<file path="config.mk">
export PLATFORM = sky130hd
export DESIGN_NAME = tawas_dbus_arb
export DESIGN_NICKNAME = d
export VERILOG_FILES = /design/src/rtl/tawas_dbus_arb_pkg.sv /design/src/rtl/tawas_dbus_fifo.sv /design/src/rtl/tawas_dbus_arb.sv
export SDC_FILE = /design/constraint.sdc
export NUM_CORES = 1
export LEC_CHECK = 0
export BUFFER_PORTS_ARGS = -buffer_cell sky130_fd_sc_hd__clkbuf_2
export CAP_MARGIN = 40
export CELL_PAD_IN_SITES_DETAIL_PLACEMENT = 1
export CELL_PAD_IN_SITES_GLOBAL_PLACEMENT = 1
export CORE_MARGIN = 2
export CORE_UTILIZATION = 42
export CTS_CLUSTER_SIZE = 14
export DETAILED_ROUTE_END_ITERATION = 8
export PLACE_DENSITY_LB_ADDON = 0.2
export SYNTH_ARGS = -nofsm -noshare
export SYNTH_HDL_FRONTEND = slang
export SYNTH_SLANG_ARGS = --single-unit
</file>
<file path="constraint.sdc">
create_clock -name CLK -period 9.1 [get_ports CLK]
set_clock_uncertainty 0.05 [all_clocks]
set_input_delay 0.91 -clock CLK [delete_from_list [all_inputs] [get_ports CLK]]
set_output_delay 0.91 -clock CLK [all_outputs]
set_load 0.02 [all_outputs]
</file>
<file path="src/rtl/tawas_dbus_arb_pkg.sv">
// Shared definitions for the tawas data-bus arbiter: default memory latency
// and the port S request packing {WR, MASK, ADDR, WDATA}.
package tawas_dbus_arb_pkg;

   localparam int DBUS_MEM_LAT = 1;
   localparam int SREQ_W       = 69;

   typedef struct packed {
      logic        wr;
      logic [3:0]  mask;
      logic [31:0] addr;
      logic [31:0] wdata;
   } sreq_t;

   function automatic sreq_t sreq_pack(input logic        wr,
                                       input logic [3:0]  mask,
                                       input logic [31:0] addr,
                                       input logic [31:0] wdata);
      sreq_t r;
      r.wr    = wr;
      r.mask  = mask;
      r.addr  = addr;
      r.wdata = wdata;
      return r;
   endfunction

endpackage

</file>
<file path="src/rtl/tawas_dbus_fifo.sv">
// Synchronous request FIFO for port S. Pointers carry one extra wrap bit so
// full/empty fall out of the pointer difference.
module tawas_dbus_fifo #(
   parameter int DEPTH = 4,
   parameter int W     = 69
) (
   input  logic                     CLK,
   input  logic                     RST,
   input  logic                     push,
   input  logic [W-1:0]             din,
   input  logic                     pop,
   output logic [W-1:0]             dout,
   output logic                     full,
   output logic                     empty,
   output logic [$clog2(DEPTH):0]   count
);

   localparam int AW = $clog2(DEPTH);

   logic [AW:0]   wptr, rptr;
   logic [W-1:0]  mem [DEPTH];
   logic          do_push, do_pop;

   assign do_push = push && !full;
   assign do_pop  = pop && !empty;

   assign count = wptr - rptr;
   assign full  = (count == (AW+1)'(DEPTH));
   assign empty = (count == '0);
   assign dout  = mem[rptr[AW-1:0]];

   always_ff @(posedge CLK or posedge RST) begin
      if (RST) begin
         wptr <= '0;
         rptr <= '0;
      end else begin
         if (do_push) wptr <= wptr + 1'b1;
         if (do_pop)  rptr <= rptr + 1'b1;
      end
   end

   always_ff @(posedge CLK) begin
      if (do_push) mem[wptr[AW-1:0]] <= din;
   end

endmodule

</file>
<file path="src/rtl/tawas_dbus_arb.sv">
// Data-memory port arbiter: core (port C) passes straight through with
// absolute priority; port S is queued and slotted into idle core cycles.
module tawas_dbus_arb
   import tawas_dbus_arb_pkg::*;
#(
   parameter int DEPTH        = 4,
   parameter int MEM_LAT      = DBUS_MEM_LAT,
   parameter int STARVE_LIMIT = 64
) (
   input  logic        CLK,
   input  logic        RST,
   input  logic        C_DCS,
   input  logic        C_DWR,
   input  logic [31:0] C_DADDR,
   input  logic [3:0]  C_DMASK,
   input  logic [31:0] C_DOUT,
   output logic [31:0] C_DIN,
   input  logic        S_REQ,
   output logic        S_RDY,
   input  logic        S_WR,
   input  logic [31:0] S_ADDR,
   input  logic [3:0]  S_MASK,
   input  logic [31:0] S_WDATA,
   output logic        S_RVLD,
   output logic [31:0] S_RDATA,
   output logic        S_BUSY,
   output logic        STARVE,
   output logic        M_DCS,
   output logic        M_DWR,
   output logic [31:0] M_DADDR,
   output logic [3:0]  M_DMASK,
   output logic [31:0] M_DOUT,
   input  logic [31:0] M_DIN
);

   localparam int CW = $clog2(DEPTH) + 1;
   localparam int WW = $clog2(STARVE_LIMIT + 1);

   sreq_t          s_in, head;
   logic           full, empty, push, pop, rd_issue;
   logic [CW-1:0]  count;
   logic [MEM_LAT-1:0] tag_q;
   logic [MEM_LAT:0]   tag_nxt;
   logic [WW-1:0]  wcnt;

   assign s_in  = sreq_pack(S_WR, S_MASK, S_ADDR, S_WDATA);
   assign S_RDY = !full && !RST;
   assign push  = S_REQ && S_RDY;
   assign pop   = !C_DCS && !empty;
   assign C_DIN = M_DIN;

   tawas_dbus_fifo #(.DEPTH(DEPTH), .W(SREQ_W)) u_fifo (
      .CLK   (CLK),
      .RST   (RST),
      .push  (push),
      .din   (s_in),
      .pop   (pop),
      .dout  (head),
      .full  (full),
      .empty (empty),
      .count (count)
   );

   always_comb begin
      M_DCS   = 1'b0;
      M_DWR   = 1'b0;
      M_DADDR = '0;
      M_DMASK = '0;
      M_DOUT  = '0;
      if (C_DCS) begin
         M_DCS   = 1'b1;
         M_DWR   = C_DWR;
         M_DADDR = C_DADDR;
         M_DMASK = C_DMASK;
         M_DOUT  = C_DOUT;
      end else if (!empty) begin
         M_DCS   = 1'b1;
         M_DWR   = head.wr;
         M_DADDR = head.addr;
         M_DMASK = head.mask;
         M_DOUT  = head.wdata;
      end
   end

   // Stage 0 is the issue cycle itself; stage MEM_LAT lines up with M_DIN.
   assign rd_issue = pop && !head.wr;
   assign tag_nxt  = {tag_q, rd_issue};

   always_ff @(posedge CLK or posedge RST) begin
      if (RST) begin
         tag_q   <= '0;
         S_RVLD  <= 1'b0;
         S_RDATA <= '0;
      end else begin
         tag_q  <= tag_nxt[MEM_LAT-1:0];
         S_RVLD <= tag_nxt[MEM_LAT];
         if (tag_nxt[MEM_LAT]) S_RDATA <= M_DIN;
      end
   end

   assign S_BUSY = !empty || (|tag_q);

   always_ff @(posedge CLK or posedge RST) begin
      if (RST)
         wcnt <= '0;
      else if (empty || pop)
         wcnt <= '0;
      else if (C_DCS && wcnt != WW'(STARVE_LIMIT))
         wcnt <= wcnt + 1'b1;
   end

   assign STARVE = (wcnt == WW'(STARVE_LIMIT));

endmodule
</file>
==> flow_summary.toml, run 1 <==
[sta]
worstMarginPinSlew_ns = 0.8497
rsz0062_at_grt = "false"
fin_tns_setup_ns = 0
relSlewSlack_pct = 43.35
drv_slew = 0
setup_slack_ns = 4.692
clock.fmax_mhz = 226.9
finalCriticalPeriod_ns = 4.408
fin_crit_sh_pct = 48.44
hold_viol = 0
setup_violations = 0

[synthesis]
ys_seq_area_share_pct = 73.33
synth_nets = 806
mappedNetlistArea_sq_um = 12910
yosysTopAreaCellShare_pct = 64.22
synth_cell_types = 33
synth_top_family_by_area = "multiplexers"
synthArstFlopShare_pct = 14.55
synth-warning-count = 0
synth_seq_cells = 323
synth-simple-area-share_pct = 0.9985
yosys.area.top_type = "edfxtp_1"
synth_mux_area_share_pct = 15.08
synth_compound_area_share_pct = 5.128
synth_xor_area_share_pct = 0.9889
netlist_top_cells_area = "edfxtp_1 64%, mux4_2 12%, dfrtp_1 9.1%, a22o_1 4.7%, mux2_2 3.0%"
ys.flop_type = "edfxtp_1"
synthAdderAreaFrac_pct = 0.8725
syn_avg_cell_area_sq_um = 20.72
synthCells = 623
synth_edf_count = 276

[clock_tree]
worstSkewPairLatency_ns = 0.50
ctsResizeCount = 0
postCtsSetupBuffers = 0
root_buffer = "clkbuf_16"
ctsHoldBuffers = 0
h-tree-depth = 2
clkSlewWorstSetupHoldPaths_ns = 0.06
clock_sinks = 323
cts_tree = "yes"
clockBufferDepth = 3
cts_buffers = 36

[placement]
place_hpwl_um = 17840
dpl_worst_slack_ns = 5.139
routabilityCongestion = 0.6643
portBuffers = 311

[critical_path]
worst_setup_path_end_kind = "output pin"
worst-path-max-fanout = 72
cp.arrival_ns = 3.45
crit_required_ns = 8.14
crit_type = "flop to output pin"
cp-start-kind = "flop"

[final_layout]
area_growth_pct = 22.38
fin_util_pct = 51.91
layout-drive-gt1-share_pct = 51.75
fin_nets = 1098
fillCellCount = 2853

[worst_hold_path]
hp-class = "input pin to asynchronous set/reset pin"

[detailed_routing]
wire_per_inst_um = 20.61
drtIter0Drc = 300
wirelength_um = 27570
drc_errors = 0
drtPass1Iterations = 4
ant_nets = 0
vias = 6907
vias_per_cell = 5.162

[die]
rows = 64
dieArea_sq_um = 32150
ios = 312
coreArea_sq_um = 30430
die_w_um = 179.3
die_h_um = 179.3
start_util_pct = 42.41

[power_and_ir_drop]
power_density_nw_per_um2 = 321.7
ir_drop_mv = 0.1873
leakagePower_nw = 6.081

[outcome]
status = "finished, final reports clean"

[global_route]
grt_pass1_vias = 7230
antenna_found_initial = 1
grt_pass1_wl_um = 41350
grt_max_degree = 74
grt_overflow = 0
grt_usage_pct = 17.18

[run]
maxCapViolCount = 0
-- logic make-up after synthesis --
| family | after synthesis |
|---|---|
| AOI/OAI and AO/OA | 76 |
| xor gates and xnor gates | 12 |
| adders and majority gates | 9 |
| buffers and inverters | 75 |
| DFF | 323 |
| muxes | 104 |
| and+or+nand+nor | 24 |
-- worst paths after layout --
path	depth (start not counted)	end	slack (ns)	from
min	2	S_RDATA[24]	0.35	RST
max in group asynchronous	3	u_fifo.rptr[1]	8.12	RST
min reg2reg	1	S_RDATA[2]	0.45	S_RDATA[2]
max	7	M_DOUT[30]	4.69	u_fifo.rptr[0]
min in group CLK	1	S_RDATA[2]	0.45	S_RDATA[2]
max reg2reg	6	u_fifo.mem[2][63]	5.48	u_fifo.rptr[0]
-- area by class of cell --
cell class | instances | area, sq um | area share (%)
flip-flops and latches | 323 | 9472 | 59.97
repair buffers | 321 | 1644 | 10.41
clock inverters | 16 | 160.2 | 1.014
clock buffers | 48 | 997.2 | 6.313
multi-input cells | 225 | 2994 | 18.96
well taps | 396 | 495.5 | 3.137
diodes | 1 | 2.502 | 0.01584
inverters | 8 | 30.03 | 0.1901
-- synth_stat cells, drive strengths merged (3+ instances only) --
cell and n:
edfxtp 276, a22o 69, mux4 69, buf 47, dfrtp 47, mux2 34, clkbuf 20, ha 9
inv 8, xor2 7, nor2 6, nand3 5, xnor2 5, a21oi 3, and2 3
-- state kept, by name, summed over array words and instances, names as in the netlist --
name / cells
S_RDATA: 32
S_RVLD: 1
tag_q: 1
u_fifo.mem: 276
u_fifo.rptr: 3
u_fifo.wptr: 3
wcnt: 7
-- metal layers --
layer	GRT usage, %	routed length (um)	vias up
met2	29.74	13890	254
li1	-	-	3120
met3	4.623	2077	39
met5	0	0	-
met4	3.864	466	0
met1	21.66	11140	3494
-- critical path, stage by stage, from the launching register on --
cell      delay, ns
dfrtp_4        0.91
ha_1           0.26
nor2b_1        0.29
xor2_2         0.18
a21oi_4        0.16
buf_4          0.67
a22o_1         0.25
clkbuf_2       0.18
-- placed cells by master (no fill, tap or decap), types with 2 or more instances in the layout --
cell type / netlist / final
nor2b_1: 2 / 2
xor2_1: 5 / 5
a22o_1: 69 / 69
inv_6: 0 / 2
clkinv_1: 0 / 4
dfrtp_4: 0 / 2
mux2_2: 34 / 34
clkbuf_8: 0 / 3
and2_4: 0 / 3
xnor2_1: 4 / 4
bufinv_16: 0 / 3
clkbuf_16: 0 / 37
ha_1: 9 / 9
mux4_2: 69 / 69
clkbuf_1: 20 / 8
edfxtp_1: 276 / 276
buf_4: 32 / 9
or3_1: 2 / 2
nor2_1: 6 / 6
xor2_2: 2 / 2
a21oi_1: 2 / 2
nand3_1: 5 / 5
inv_1: 8 / 7
dfrtp_1: 47 / 45
clkbuf_2: 0 / 310
clkinv_2: 0 / 6
-- through the flow --
step	instances	hold slack [ns]	area [sq um]	power [mW]
floorplan	623	0.3019	12910	3.240
global placement	1272	0.4397	14620	3.719
detailed placement	1273	0.4451	14640	3.750
CTS	1337	0.3455	15790	5.181
global route	1337	0.3781	15790	5.355
finish	1338	0.3548	15800	5.082
-- where the power goes --
part / total (mW) / switching (mW) / internal [mW]
logic: 1.63 / 0.915 / 0.720
registers: 2.04 / 0.156 / 1.88
clock network: 1.41 / 0.554 / 0.856
total: 5.08 / 1.62 / 3.46
Power figures use the tool's default switching activity.
==> run 2, diff against run 1 <==
==> constraint.sdc (replaced) <==
create_clock -name CLK -period 4.42 [get_ports CLK]
set_clock_uncertainty 0.05 [all_clocks]
set_input_delay 0.442 -clock CLK [delete_from_list [all_inputs] [get_ports CLK]]
set_output_delay 0.442 -clock CLK [all_outputs]
set_load 0.02 [all_outputs]
==> run 2 against run 1 <==
Effect of this change:
- sequential cell count unchanged
- combinational power grew 120%
- routed wire length up 2.3%
- global-route usage grew 0.38 points
- sequential share of layout area shrank 0.56 points
- critical endpoint is now M_DADDR[12]
- largest power group unchanged
==> flow_summary.toml, run 2 (synthesized netlist as in run 1, its figures left out) <==
[clock_tree]
postCtsSetupBuffers = 0
clockBufferDepth = 3
root_buffer = "clkbuf_16"
cts_tree = "yes"
ctsResizeCount = 0
ctsHoldBuffers = 0
h-tree-depth = 2
cts_buffers = 37
worstSkewPairLatency_ns = 0.52
clock_sinks = 323
clkSlewWorstSetupHoldPaths_ns = 0.06

[final_layout]
layout_common_cells = "310 x clkbuf_2, 276 x edfxtp_1, 69 x mux4_2, 69 x a22o_1, 45 x dfrtp_1"
area_growth_pct = 23.54
fin_area_sq_um = 15940
final_common_cell = "clkbuf_2"
fin_nets = 1101
largest_reg_flops = 276
layout-drive-gt1-share_pct = 51.64
final_cells = 1344

[critical_path]
cp.arrival_ns = 3.14
crit_chain = "ha_1, nand2_1, inv_1, a21oi_4, buf_12, a22o_1, clkbuf_2"
crit_required_ns = 3.93
r2r_end = "u_fifo.mem[2][40]"
cp_num_cells = 7
max_stage_delay_ns = 0.66
worst-path-max-fanout = 47
crit_path_end = "M_DADDR[12]"
cp-startpoint = "u_fifo.rptr[0]"
worst_setup_path_end_kind = "output pin"
timing.reg2reg.setup_slack_ns = 1.49
path_delay_family = "compound AO/OA/AOI/OAI gates"
crit_type = "flop to output pin"
cp.buffers_inverters = 3
cp-start-kind = "flop"
worstReg2RegStart = "u_fifo.rptr[0]"
ff2ff_path_depth = 6
worst_path_max_delay_cell = "a21oi_4"

[sta]
hold_viol = 0
fin_crit_sh_pct = 82.07
setup_violations = 0
setup_slack_ns = 0.7925
clock.fmax_mhz = 275.7
drv_slew = 0
worstMarginPinSlew_ns = 0.8173
fin_tns_setup_ns = 0
relSlewSlack_pct = 45.39
rsz0062_at_grt = "false"
finalCriticalPeriod_ns = 3.627

[die]
dieArea_sq_um = 32150
coreArea_sq_um = 30430
die_w_um = 179.3
rows = 64
die_h_um = 179.3
start_util_pct = 42.41
ios = 312

[worst_hold_path]
hp-class = "input pin to asynchronous set/reset pin"

[power_and_ir_drop]
ir_drop_mv = 0.3654
power_density_nw_per_um2 = 670.8
leakagePower_nw = 6.127

[placement]
placed_area_sq_um = 14720
place_hpwl_um = 18540
dp.cells = 1275
portBuffers = 311
dpl_worst_slack_ns = 1.303
routabilityCongestion = 0.7138

[detailed_routing]
ant_nets = 0
drc_errors = 0
top_layer = "met5"
wl_met2_um = 14170
drtPass1Iterations = 4
met1_length_um = 11230
vias_per_cell = 5.194
wirelength_um = 28210
drtIter0Drc = 363
vias = 6981
wire_per_inst_um = 20.99
route.met3.wl_um = 2118

[global_route]
grt_usage_pct = 17.56
grt_pass1_wl_um = 42010
grt_overflow = 0
grt_pass1_vias = 7310
antenna_found_initial = 4
grt_max_degree = 73

[outcome]
status = "finished, final reports clean"

[run]
maxCapViolCount = 0
run 2: changes by cell type in the layout (fill, tap and decap cells not counted), moves of 2 or more:
cell / delta
buf_12: +4
clkbuf_1: +4
buf_4: -3
clkbuf_16: +2
clkbuf_8: -2
clkinv_2: -2
clkinvlp_4: +2
run 2: metal layers:
metal / vias up / GRT usage (%)
met5: - / 0
li1: 3123 / -
met4: 4 / 5.847
met3: 46 / 4.411
met1: 3543 / 21.71
met2: 265 / 30.20
run 2: worst min-delay path by stage:
stage                                    to  slack, ns  cells past startpoint
after global routing      u_fifo.mem[2][43]       0.08                      1
after CTS                    u_fifo.rptr[2]       0.07                      3
after detailed placement        S_RDATA[16]       0.45                      1
after global placement           S_RDATA[3]       0.44                      1
final                               wcnt[1]       0.07                      3
after floorplan                      S_RVLD       0.30                      0
run 2: where the power goes:
group	internal, mW	total [mW]	switching [mW]
Combinational	1.54	3.56	2.02
Sequential	3.87	4.10	0.227
Clock	1.87	3.04	1.17
run 2: per-stage QoR:
step	hold WS [ns]	utilization, %	total power, mW
6_report	0.06558	52.40	10.70
4_1_cts	0.06558	52.39	10.88
3_5_place_dp	0.4459	48.38	7.794
5_1_grt	0.07963	52.39	11.23
3_3_place_gp	0.4389	48.09	7.716
2_1_floorplan	0.3019	-	6.670
run 2: final cells by class:
type                       instances  area (sq um)
fill                            2854         14490
sequential                       323          9472
multi-input combinational        225          2994
tap                              396         495.5
clock buffer                      52          1035
inverter                           8         30.03
timing repair buffer             323          1729
antenna                            1         2.502
clock inverter                    16         186.4
run 2: worst register-to-register path, cell delays in order (launching register included):
cell and delay (ns):
dfrtp_4 0.58, ha_1 0.19, nor2b_1 0.27, xor2_2 0.29, o211a_1 0.31, and2_4 0.61
buf_12 0.31
==> run 3, diff against run 2 <==
==> constraint.sdc (replaced) <==
create_clock -name CLK -period 3.5 [get_ports CLK]
set_clock_uncertainty 0.05 [all_clocks]
set_input_delay 0.35 -clock CLK [delete_from_list [all_inputs] [get_ports CLK]]
set_output_delay 0.35 -clock CLK [all_outputs]
set_load 0.02 [all_outputs]
==> run 3 against run 2 <==
Effect of this change:
- hold slack worse by 0.048 ns
- worst setup slack worse by 0.46 ns
- die area unchanged
- largest cell class unchanged
- utilization up 0.43 points
- global-route usage up 0.73 points
- clock power up 19%
- via count up 1.9%
- register-to-register slack worse by 0.66 ns
- critical endpoint is now M_DOUT[22]
- design area up 0.82%
- sequential power up 25%
==> flow_summary.toml, run 3 (synthesized netlist as in run 1, its figures left out) <==
[worst_hold_path]
hold_start = "S_WDATA[23]"
hp-class = "input pin to flop"

[global_route]
antenna_found_initial = 3
grt_pass1_vias = 7432
grt_overflow = 0
grt_max_degree = 72
grt_pass1_wl_um = 43730
grt_usage_pct = 18.29

[detailed_routing]
drtPass1Iterations = 4
vias = 7111
wire_per_inst_um = 21.48
drc_errors = 0
drtIter0Drc = 344
ant_nets = 0
wirelength_um = 29270
vias_per_cell = 5.217

[clock_tree]
cts_buffers = 36
ctsResizeCount = 0
cts_tree = "yes"
worstSkewPairLatency_ns = 0.50
clock_sinks = 323
root_buffer = "clkbuf_16"
h-tree-depth = 2
clockBufferDepth = 3
clkSlewWorstSetupHoldPaths_ns = 0.06

[critical_path]
cp-startpoint = "u_fifo.wptr[0]"
crit_required_ns = 3.10
worst-path-max-fanout = 46
cp.arrival_ns = 2.77
cp-start-kind = "flop"
crit_type = "flop to output pin"
worstReg2RegStart = "u_fifo.wptr[0]"
worst_setup_path_end_kind = "output pin"

[final_layout]
layout_common_cells = "310 x clkbuf_2, 276 x edfxtp_1, 69 x mux4_2, 69 x a22o_1, 45 x dfrtp_1"
fin_util_pct = 52.83
final_cells = 1363
layout-drive-gt1-share_pct = 51.24
fin_nets = 1124
area_growth_pct = 24.56
fillCellCount = 2818
final_common_cell = "clkbuf_2"
largest_reg_flops = 276

[sta]
fin_tns_setup_ns = 0
hold_viol = 0
relSlewSlack_pct = 59.61
setup_slack_ns = 0.3337
setup_violations = 0
worstMarginPinSlew_ns = 0.6058
fin_crit_sh_pct = 90.47
finalCriticalPeriod_ns = 3.166
rsz0062_at_grt = "false"
drv_slew = 0
clock.fmax_mhz = 315.8

[die]
start_util_pct = 42.41
die_h_um = 179.3
rows = 64
dieArea_sq_um = 32150
die_w_um = 179.3
coreArea_sq_um = 30430
ios = 312

[placement]
dpl_worst_slack_ns = 0.8131
dp.cells = 1280
routabilityCongestion = 0.7075
place_hpwl_um = 19520
portBuffers = 311

[power_and_ir_drop]
power_density_nw_per_um2 = 826.3
leakagePower_nw = 6.196
ir_drop_mv = 0.6002
p_total_mw = 13.28

[outcome]
status = "finished, final reports clean"

[run]
maxCapViolCount = 0
-- run 3: cell types whose count changed in the layout (fill, tap and decap cells not counted), moves of 2 or more --
cell,change
clkbuf_1,-8
buf_4,+5
dlygate4sd3_1,+19
clkinv_1,+2
clkbuf_16,-2
clkinv_2,+4
-- run 3: timing repair --
action,in CTS,in global routing
endpoints found under the hold margin,62,0
hold buffers,19,0
setup buffers,0,0
-- run 3: final timing paths --
path | depth (start not counted) | slack, ns | endpoint
max | 8 | 0.33 | M_DOUT[22]
min | 1 | 0.02 | u_fifo.mem[2][23]
max reg2reg | 7 | 0.83 | u_fifo.mem[0][48]
min reg2reg | 1 | 0.45 | S_RDATA[15]
max in group asynchronous | 4 | 2.33 | u_fifo.rptr[0]
min in group asynchronous | 3 | 0.25 | u_fifo.wptr[1]
-- run 3: layout make-up --
class / instances / area [sq um] / share of cell area (%)
Sequential cell: 323 / 9472 / 58.92
Inverter: 8 / 30.03 / 0.1868
Clock buffer: 42 / 954.7 / 5.939
Multi-Input combinational cell: 225 / 2987 / 18.58
Tap cell: 396 / 495.5 / 3.082
Antenna cell: 1 / 2.502 / 0.01557
Timing Repair Buffer: 347 / 1949 / 12.13
Clock inverter: 21 / 185.2 / 1.152
-- run 3: layer usage --
| metal | GRT usage [%] | vias to the layer above | part of all wire [%] | routed length [um] |
|---|---|---|---|---|
| li1 | - | 3172 | - | - |
| met5 | 0 | - | 0.10 | 30 |
| met1 | 22.71 | 3622 | 40 | 11850 |
| met2 | 32.39 | 266 | 51 | 14870 |
| met3 | 3.923 | 47 | 6.8 | 1992 |
| met4 | 4.906 | 4 | 1.8 | 526 |
-- run 3: metrics by stage --
stage	instance area [sq um]	hold WS [ns]
4_1_cts	16070	0.0004574
2_1_floorplan	12910	0.3019
6_report	16080	0.01798
3_3_place_gp	14740	0.1799
3_5_place_dp	14740	0.1947
5_1_grt	16070	0.0001364
-- run 3: critical path: stages, from the launching register on --
cell	delay, ns
dfrtp_1	0.40
inv_1	0.16
ha_1	0.17
nor2b_1	0.27
xor2_2	0.16
a21oi_4	0.18
buf_4	0.48
a22o_1	0.26
clkbuf_2	0.18
-- run 3: power breakdown --
group | internal (mW) | switching (mW) | total [mW]
Sequential | 4.89 | 0.240 | 5.13
Clock | 2.17 | 1.45 | 3.63
Combinational | 1.94 | 2.58 | 4.53
Total | 9.01 | 4.28 | 13.3
